## config.mk

```make
export PLATFORM = sky130hd
export DESIGN_NAME = serial_alu_seq
export DESIGN_NICKNAME = d
export VERILOG_FILES = /design/src/rtl/serial_alu_seq.sv
export SDC_FILE = /design/constraint.sdc
export NUM_CORES = 1
export LEC_CHECK = 0
export CAP_MARGIN = 10
export CORE_MARGIN = 4
export CORE_UTILIZATION = 51
export CTS_BUF_LIST = sky130_fd_sc_hd__clkbuf_8
export DETAILED_ROUTE_END_ITERATION = 7
export PLACE_DENSITY = 0.82
export SYNTH_ARGS = -nofsm -noshare
export SYNTH_HDL_FRONTEND = slang
export SYNTH_SLANG_ARGS = --single-unit
```

## constraint.sdc

```tcl
create_clock -name clk -period 2.1 [get_ports clk]
set_input_delay 0.315 -clock clk [delete_from_list [all_inputs] [get_ports clk]]
set_output_delay 0.315 -clock clk [all_outputs]
set_load 0.03 [all_outputs]
```

## src/rtl/serial_alu_seq.sv

```systemverilog
// Bit-serial ADD/SUB/AND/XOR sequencer driving an external 3-bit bit counter.
// Optional signed-overflow output enabled by defining SERIAL_ALU_OVF_EN.
module serial_alu_seq (
    input  logic       clk,
    input  logic       rstn,
    input  logic       start,
    input  logic [1:0] op,
    input  logic [7:0] a,
    input  logic [7:0] b,
    input  logic       cnt_done,
    output logic       cnt_en,
    output logic       cnt_clr,
    output logic       busy,
    output logic       valid,
    output logic [7:0] result,
    output logic       carry,
`ifdef SERIAL_ALU_OVF_EN
    output logic       ovf,
`endif
    output logic       zero
);

    localparam logic [1:0] OP_ADD = 2'b00;
    localparam logic [1:0] OP_SUB = 2'b01;
    localparam logic [1:0] OP_AND = 2'b10;
    localparam logic [1:0] OP_XOR = 2'b11;

    typedef enum logic [1:0] {
        IDLE = 2'd0,
        RUN  = 2'd1,
        DONE = 2'd2
    } state_t;

    state_t     state;
    state_t     state_n;
    logic [7:0] sa;
    logic [7:0] sb;
    logic [1:0] opr;
    logic       c;
    logic       c_n;
    logic       zacc;
    logic       bb;
    logic       r;
    logic       arith;
    logic       accept;

    assign accept = (state == IDLE) && start;
    assign arith  = ~opr[1];

    // State register
    always_ff @(posedge clk or negedge rstn) begin
        if (!rstn) state <= IDLE;
        else       state <= state_n;
    end

    // Next state and counter/handshake decode
    always_comb begin
        state_n = state;
        cnt_en  = 1'b0;
        cnt_clr = 1'b0;
        valid   = 1'b0;
        busy    = (state != IDLE);
        unique case (state)
            IDLE: begin
                if (start) begin
                    cnt_clr = rstn;
                    state_n = RUN;
                end
            end
            RUN: begin
                cnt_en = 1'b1;
                if (cnt_done) state_n = DONE;
            end
            DONE: begin
                valid   = 1'b1;
                state_n = IDLE;
            end
            default: state_n = IDLE;
        endcase
    end

    // One-bit ALU slice; SUB adds the inverted operand with carry-in 1
    always_comb begin
        bb  = sb[0] ^ (opr == OP_SUB);
        r   = 1'b0;
        c_n = c;
        unique case (opr)
            OP_ADD, OP_SUB: begin
                r   = sa[0] ^ bb ^ c;
                c_n = (sa[0] & bb) | (sa[0] & c) | (bb & c);
            end
            OP_AND:  r = sa[0] & sb[0];
            OP_XOR:  r = sa[0] ^ sb[0];
            default: r = 1'b0;
        endcase
    end

    // Operand shift registers, result accumulation and flag capture
    always_ff @(posedge clk or negedge rstn) begin
        if (!rstn) begin
            sa     <= '0;
            sb     <= '0;
            opr    <= OP_ADD;
            c      <= 1'b0;
            zacc   <= 1'b0;
            result <= '0;
            carry  <= 1'b0;
            zero   <= 1'b0;
`ifdef SERIAL_ALU_OVF_EN
            ovf    <= 1'b0;
`endif
        end else if (accept) begin
            sa     <= a;
            sb     <= b;
            opr    <= op;
            c      <= (op == OP_SUB);
            zacc   <= 1'b0;
            result <= '0;
            carry  <= 1'b0;
            zero   <= 1'b0;
`ifdef SERIAL_ALU_OVF_EN
            ovf    <= 1'b0;
`endif
        end else if (state == RUN) begin
            result <= {r, result[7:1]};
            sa     <= sa >> 1;
            sb     <= sb >> 1;
            zacc   <= zacc | r;
            c      <= c_n;
            if (cnt_done) begin
                carry <= arith & c_n;
                zero  <= ~(zacc | r);
`ifdef SERIAL_ALU_OVF_EN
                ovf   <= arith & (c ^ c_n);
`endif
            end
        end
    end

endmodule

```

==> run_results.csv, run 1 <==
group,metric,value,unit
run_status,status,"complete, no violations",
clock_tree,cts_setup_buffers,0,
worst_setup_path,cpPeakStageDelay,0.59,ns
timing,final.setup.tns,0,ns
synthesis,synth-edff-count,0,
timing,period_share,92.9,%
synthesis,synth_cell_type_count,30,
worst_setup_path,crit_path_end,"busy",
timing,skew,0.00623,ns
clock_tree,ctsResizeCount,0,
placed_design,place.gp.congestion,0.885,
die,start_util,54.0,%
synthesis,avgSynthCellArea,10.3,um^2
power,comb_power_share,39.4,%
clock_tree,numCtsBuffers,5,
power,power_density,1350,nW/um^2
die,rows,19,
synthesis,synth_most_common_cell,"nand2_1",
synthesis,synthTopCellsByCount,"38 x nand2_1, 32 x dfrtp_1, 14 x a22oi_1",
placed_design,dp_hpwl,2.34,mm
die,die_h,62.5,um
synthesis,synth-seq-cells,32,
route,route.detailed.wl_per_inst,15.7,um
timing,finalCriticalPeriod,1.95,ns
worst_setup_path,crit_cells,2,
route,drt-pass1-iter-count,5,
worst_setup_path,cpLargestDelayFamily,"buffers and inverters",
route,drt_drc_violations_left,0,
route,vias,1219,
synthesis,ys.flop_type,"dfrtp_1",
timing,max_freq,512,MHz
worst_setup_path,r2r_start,"opr[1]",
clock_tree,cts_buffer_depth,2,
power,p_sw,1.02,mW
synthesis,synthTopCellsByArea,"dfrtp_1 53%, nand2_1 9.4%, a22oi_1 6.9%",
route,ant_nets,0,
run,max_cap_violations,0,
worst_setup_path,startpoint_type,"flip-flop",
placed_design,io_buffers,35,
route,finalWirelength,3.40,mm
finish,area_growth,30.7,%
route,viasPerCell,5.62,
worst_setup_path,reg2regPathDepth,5,
timing,worst-slew-pin-transition,0.393,ns
synthesis,netlist_instances,147,
die,core-area,2810,um^2
die,die_x,62.5,um
worst_setup_path,crit_buf_inv,1,
global_route,met1_usage,22.9,%
synthesis,async_flop_share,100,%
power,p_leak,0.938,nW
clock_tree,clk_pin_slew_worst_paths,0.06,ns
power,p_int,1.65,mW
clock_tree,h-tree-depth,2,
clock_tree,clock-root-buffer,"clkbuf_8",
worst_setup_path,end_kind,"output pin",
timing,slew-limit-headroom,73.8,%
clock_tree,cts_hold_buf,0,
global_route,grt_pass1_vias,1253,
finish,fin_nets,209,
power,p_clk_share,21.4,%
global_route,gr-usage-met3,8.81,%
die,dieArea,3900,um^2
worst_setup_path,cp.required,1.78,ns
synthesis,netlist_area,1510,um^2
power,power_frac_seq,39.2,%
clock_tree,cts.sinks,32,
power,power,2.67,mW
clock_tree,clk-insertion-delay-late,0.29,ns
worst_setup_path,arrival,1.64,ns
timing,holdWs,0.480,ns
power,ir_worst_vdd,608,uV
worst_setup_path,rr_endpoint,"zacc",
global_route,grt_pass1_wl,5.90,mm
worst_setup_path,cp-startpoint,"state[0]",
timing,setup_viol,0,
power,p_sw_share,38.3,%
timing,hold_viol,0,
global_route,gr-usage-met2,29.7,%
worst_setup_path,path_cells,"or2_2 -> clkdlybuf4s50_1",
clock_tree,cts_tree,"yes",
global_route,globalRouteOverflowTotal,0,
global_route,antenna_found_initial,0,
worst_setup_path,path_max_fanout,8,
global_route,grt-busiest-layer,"met2",
timing,rsz0062_at_grt,"no",
timing,drv_slew,0,
finish,post-route-util,70.6,%
synthesis,synth_top_cell_area_share,52.9,%
synthesis,syn-num-nets,171,
global_route,grt_usage,19.4,%
die,io_pins,36,
worst_setup_path,ff2ff_setup_slack,0.38,ns
finish,drive_gt1_share,15.6,%
global_route,grt_max_degree,33,
worst_setup_path,worstSetupPathType,"reg2out",
finish,num_antenna_cells,0,
worst_setup_path,crit_slowest_cell,"clkdlybuf4s50_1",
synthesis,yosys.area.top_type,"dfrtp_1",
synthesis,seq_area_frac_synth,52.9,%
worst_hold_path,hold_class,"in2async",
synthesis,ys_warn_count,0,
route,drt-initial-drc-count,54,
through the flow:
| stage | area, um^2 | instances | worst slack [ns] |
|---|---|---|---|
| 5_1_grt | 1980 | 217 | 0.0931 |
| 6_report | 1980 | 217 | 0.149 |
| 2_1_floorplan | 1510 | 147 | 0.572 |
| 4_1_cts | 1980 | 217 | 0.139 |
| 3_5_place_dp | 1870 | 209 | 0.362 |
| 3_3_place_gp | 1870 | 209 | 0.363 |
how the worst min path moves through the flow:
stage / from / to / slack [ns] / cells after the start
2_1_floorplan: rstn / c / 0.02 / 0
3_3_place_gp: zacc / zero / 0.47 / 1
3_5_place_dp: zacc / zero / 0.47 / 1
4_1_cts: zacc / zero / 0.48 / 1
5_1_grt: zacc / zero / 0.50 / 1
6_report: rstn / c / 0.48 / 2
final cells by class:
type                       instances  area [um^2]
multi-input combinational        101          624
clock inverter                     3         38.8
fill                             222          826
tap                               31         38.8
clock buffer                       5         68.8
sequential                        32          801
inverter                           4         17.5
timing repair buffer              41          390
state kept, by name (all words and copies together) (netlist names):
register and cells:
c 1, carry 1, opr 2, result 8
sa 8, sb 8, state 2, zacc 1
zero 1
cells in the final DEF (no fill, tap or decap):
master and instances:
nor2b_1 2, o31ai_1 1, and2_1 1, xnor2_1 1, nand2b_1 1, buf_4 8, nand3_2 10, nor2_1 2
fa_1 1, a21oi_1 1, nand3_1 13, o21ai_0 1, a22o_1 2, or2_2 1, clkdlybuf4s50_1 33, bufinv_16 1
or3b_1 1, mux2i_1 2, nand3b_1 2, o31ai_2 1, clkbuf_8 5, inv_1 4, a22oi_1 14, inv_4 1
ha_1 1, dfrtp_1 32, nand2_1 38, clkinv_2 1, o211ai_1 1, nor3b_2 1, or3_1 2, a211oi_1 1
power by group through the flow:
stage	registers, mW	logic, mW	clock network [mW]
final	1.05	1.05	0.573
after global routing	1.08	1.15	0.623
after CTS	1.04	1.06	0.580
after detailed placement	1.05	1.05	0
after global placement	1.04	1.02	0
after floorplan	1.11	0.645	0
worst reg2reg max path, delay by kind of cell (launching register included):
kind	cells	cell delay (ns)
xor+xnor	1	0.16
flops	1	0.45
compound gates	1	0.17
fa+ha+maj	1	0.44
simple gates	1	0.18
mux	1	0.25
per-layer routing:
layer,vias up,share of wire (%)
met3,7,5.6
li1,579,-
met1,596,42
met2,37,51
met5,-,0
met4,0,1.9
kinds of logic (layout without fill, tap and decap cells):
family,after synthesis,in the layout,synth area share [%]
simple gates,74,74,26.1
flops,32,32,52.9
compound gates,22,22,11.1
buf+inv,14,53,5.87
fa+ha+maj,2,2,2.15
mux,2,2,1.32
xor+xnor,1,1,0.579
Note: power is estimated with default switching activity, not from simulation.
==> inputs of run 2 (changes only) <==
Settings changed: CORE_UTILIZATION 51 to 35, PLACE_DENSITY 0.82 to default.
==> run 2 against run 1 <==
Via count is 4.3% lower. Clock power down 17%. Global-route usage is 5.2 points lower. Maximum frequency grew 0.88%. Die area increased by 39%. Sequential share of layout area about the same. Flip-flop and latch count unchanged. First-iteration DRC count increased by 39%. Cell area about the same. Routed wire length down 0.41%. Hold slack lost 0.033 ns. Setup slack improved by 0.017 ns. Highest routed layer unchanged.
==> run_results.csv, run 2 (synthesis results as in run 1) <==
group,metric,value,unit
finish,final_common_cell,"nand2_1",
placed_design,place.gp.congestion,0.768,
route,viasPerCell,4.96,
route,drt-initial-drc-count,75,
timing,hold_viol,0,
finish,drive_gt1_share,14.6,%
die,core-area,4090,um^2
clock_tree,numCtsBuffers,5,
timing,worst-slew-pin-transition,0.407,ns
die,die_x,73.8,um
route,ant_nets,0,
die,start_util,37.0,%
clock_tree,cts_hold_buf,0,
worst_setup_path,cp.required,1.78,ns
worst_setup_path,worstSetupPathType,"reg2out",
clock_tree,cts.sinks,32,
finish,regArea,801,um^2
finish,multi_input_area,624,um^2
finish,reg_top3,"result (8), sa (8), sb (8)",
worst_setup_path,arrival,1.62,ns
global_route,grt_usage,14.2,%
route,drt-pass1-iter-count,5,
global_route,antenna_found_initial,0,
route,vias,1166,
timing,final.setup.tns,0,ns
clock_tree,cts_tree,"yes",
global_route,grt_max_degree,33,
power,power_density,1290,nW/um^2
clock_tree,clock-root-buffer,"clkbuf_8",
run,max_cap_violations,0,
placed_design,dp_hpwl,2.33,mm
route,finalWirelength,3.39,mm
worst_setup_path,startpoint_type,"flip-flop",
timing,slew-limit-headroom,72.9,%
worst_hold_path,hold_class,"in2async",
timing,rsz0062_at_grt,"no",
timing,setup_viol,0,
die,dieArea,5440,um^2
die,rows,23,
worst_setup_path,path_max_fanout,8,
route,route.detailed.wl_per_inst,14.4,um
clock_tree,clk-insertion-delay-late,0.28,ns
die,io_pins,36,
worst_setup_path,end_kind,"output pin",
timing,drv_slew,0,
clock_tree,cts_buffer_depth,2,
finish,num_antenna_cells,0,
clock_tree,ctsResizeCount,0,
die,die_h,73.8,um
finish,num-fill-cells,385,
run_status,status,"complete, no violations",
clock_tree,clk_pin_slew_worst_paths,0.07,ns
power,p_leak,0.928,nW
global_route,grt_pass1_vias,1218,
timing,finalCriticalPeriod,1.93,ns
timing,period_share,92.1,%
finish,area_growth,30.7,%
clock_tree,cts_setup_buffers,0,
route,drt_drc_violations_left,0,
timing,max_freq,517,MHz
finish,layout_common_cells,"38 x nand2_1, 33 x clkdlybuf4s50_1, 32 x dfrtp_1",
global_route,globalRouteOverflowTotal,0,
power,power,2.56,mW
placed_design,io_buffers,35,
power,ir_worst_vdd,538,uV
clock_tree,h-tree-depth,2,
timing,skew,0.00782,ns
finish,fin_nets,208,
global_route,grt_pass1_wl,5.86,mm
## run 2: worst max-delay path: stages (launching register included)
cell,delay [ns]
dfrtp_1,0.45
or2_2,0.30
clkdlybuf4s50_1,0.59
## run 2: power breakdown
part           internal [mW]  switching (mW)
Clock                  0.257           0.220
Sequential             0.858           0.177
Combinational          0.439           0.607
Total                   1.55            1.00
## run 2: cell type report
type	instances	area share (%)
Clock buffer	6	4.17
Clock inverter	2	0.380
Inverter	4	0.886
Multi-Input combinational cell	101	31.6
Sequential cell	32	40.5
Tap cell	50	3.16
Timing Repair Buffer	40	19.4
## run 2: per-layer routing
metal / routed length (um) / track usage [%] / vias to the layer above
met5: 0 / 0 / -
met4: 51 / 5.23 / 0
li1: - / - / 580
met1: 1530 / 18.0 / 557
met2: 1660 / 22.4 / 25
met3: 149 / 4.92 / 4
## run 2: per-stage QoR
stage	std cells	setup slack (ns)	instance area, um^2	util, %	hold WS, ns
finish	235	0.166	1980	48.4	0.446
global route	235	0.0992	1980	48.4	0.487
CTS	235	0.148	1980	48.4	0.459
detailed placement	227	0.328	1890	46.2	0.467
global placement	227	0.379	1890	46.2	0.475
floorplan	147	0.572	1510	-	0.0194
## run 2: final timing paths
| path | from | endpoint | slack [ns] | cells after the start |
|---|---|---|---|---|
| max | state[0] | busy | 0.17 | 2 |
| min | rstn | zero | 0.45 | 2 |
| max reg2reg | opr[1] | zacc | 0.32 | 5 |
| min reg2reg | zacc | zero | 0.47 | 1 |
| max in group asynchronous | rstn | sb[2] | 1.35 | 2 |
| min in group clk | zacc | zero | 0.47 | 1 |
==> inputs of run 3 (changes only) <==
Settings changed: CTS_BUF_LIST sky130_fd_sc_hd__clkbuf_8 to default, DONT_BUFFER_PORTS from default to 1, SETUP_SLACK_MARGIN from default to 0.15.
==> run 3 against run 2 <==
Total power increased by 0.14%. Largest cell class unchanged. Largest power group is now registers. Register-to-register slack improved by 0.06 ns. Combinational power decreased by 28%. Sequential power increased by 12%. First-iteration DRC count decreased by 31%. Sequential share of layout area increased by 6.9 points.
==> run_results.csv, run 3 (synthesis results as in run 1) <==
group,metric,value,unit
die,dieArea,5440,um^2
timing,drv_slew,0,
worst_setup_path,startpoint_type,"flip-flop",
clock_tree,clk_pin_slew_worst_paths,0.07,ns
finish,final_common_cell,"nand2_1",
worst_setup_path,cp.required,2.33,ns
global_route,grt-busiest-layer,"met2",
clock_tree,ctsResizeCount,0,
power,power_density,1510,nW/um^2
route,drt_drc_violations_left,0,
placed_design,pre_cts_slack,0.412,ns
worst_setup_path,path_max_fanout,6,
run_status,status,"complete, no violations",
clock_tree,cts_hold_buf,2,
worst_setup_path,end_kind,"flip-flop",
global_route,grt_max_degree,33,
timing,max_freq,581,MHz
placed_design,dp_hpwl,2.20,mm
power,p_leak,0.813,nW
clock_tree,h-tree-depth,2,
finish,num_antenna_cells,0,
timing,worst-slew-pin-transition,0.614,ns
finish,post-route-util,41.4,%
die,core-area,4090,um^2
global_route,grt_usage,13.4,%
clock_tree,cts_buffer_depth,2,
route,drt-pass1-iter-count,4,
die,die_h,73.8,um
clock_tree,clock-root-buffer,"clkbuf_8",
finish,area_growth,11.7,%
route,viasPerCell,5.34,
die,die_x,73.8,um
die,rows,23,
global_route,gr-usage-met2,20.6,%
worst_setup_path,worstSetupPathType,"reg2reg",
route,route.detailed.wl_per_inst,16.4,um
timing,timing.final.ws_setup,0.378,ns
global_route,grt_pass1_wl,5.43,mm
power,ir_worst_vdd,631,uV
timing,slew-limit-headroom,59.0,%
placed_design,place.gp.congestion,0.756,
route,drt-initial-drc-count,52,
finish,fin_nets,174,
die,io_pins,36,
timing,finalCriticalPeriod,1.72,ns
worst_setup_path,arrival,1.95,ns
global_route,antenna_found_initial,0,
die,start_util,37.0,%
clock_tree,cts_tree,"yes",
worst_hold_path,hold_class,"in2reg",
timing,hold_viol,0,
finish,reg_top3,"result (8), sa (8), sb (8)",
timing,final.setup.tns,0,ns
route,finalWirelength,3.30,mm
global_route,met1_usage,16.7,%
clock_tree,clk-insertion-delay-late,0.29,ns
finish,drive_gt1_share,17.9,%
timing,period_share,82.0,%
global_route,globalRouteOverflowTotal,0,
timing,rsz0062_at_grt,"no",
global_route,gr-usage-met3,5.47,%
placed_design,io_buffers,0,
run,max_cap_violations,0,
route,vias,1073,
finish,layout_common_cells,"38 x nand2_1, 32 x dfrtp_1, 14 x a22oi_1",
power,power,2.56,mW
clock_tree,cts_setup_buffers,0,
timing,setup_viol,0,
clock_tree,cts.sinks,32,
route,ant_nets,0,
timing,skew,0.00877,ns
clock_tree,numCtsBuffers,5,
global_route,grt_pass1_vias,1099,
-- run 3: cell types whose count changed in the layout (fill, tap and decap cells not counted), sizes merged --
cell	previous run	this run
buf	7	5
bufinv	0	1
clkbuf	6	7
clkdlybuf4s50	33	0
dlygate4sd3	0	1
inv	6	4
-- run 3: final timing paths --
path                         from  slack [ns]     end  depth (start not counted)
min in group asynchronous    rstn        0.48    zero                          2
hold / removal              op[1]        0.13  opr[1]                          2
hold reg to reg              zacc        0.48    zero                          1
setup reg to reg           opr[1]        0.38    zacc                          5
max in group asynchronous    rstn        1.45   sa[1]                          2
setup / recovery           opr[1]        0.38    zacc                          5
-- run 3: power breakdown --
part	internal (mW)	total, mW	leakage (nW)	switching (mW)
combinational	0.296	0.757	0.339	0.461
clock	0.419	0.648	0.0645	0.230
sequential	0.856	1.16	0.410	0.302
-- run 3: stage by stage --
stage / instance area (um^2) / instances / hold WS, ns
floorplan: 1510 / 147 / 0.0194
global placement: 1540 / 191 / 0.0208
detailed placement: 1540 / 191 / 0.0205
CTS: 1690 / 201 / 0.128
global route: 1690 / 201 / 0.133
finish: 1690 / 201 / 0.134
-- run 3: final cells by class --
cell class	instances	area, um^2
timing repair buffer	6	60.1
multi-input combinational	101	624
tap	50	62.6
fill	414	2390
clock inverter	1	30.0
inverter	4	17.5
clock buffer	7	96.3
sequential	32	801
-- run 3: per-layer routing --
metal	wire (um)	part of all wire [%]
met1	1430	43
met2	1600	49
met3	205	6.2
met4	63	1.9
met5	0	0
-- run 3: worst max-delay path: stages, from the launching register on --
cell	delay [ns]
dfrtp_1	0.45
nor2b_1	0.17
xnor2_1	0.15
fa_1	0.45
mux2i_1	0.26
a22o_1	0.17
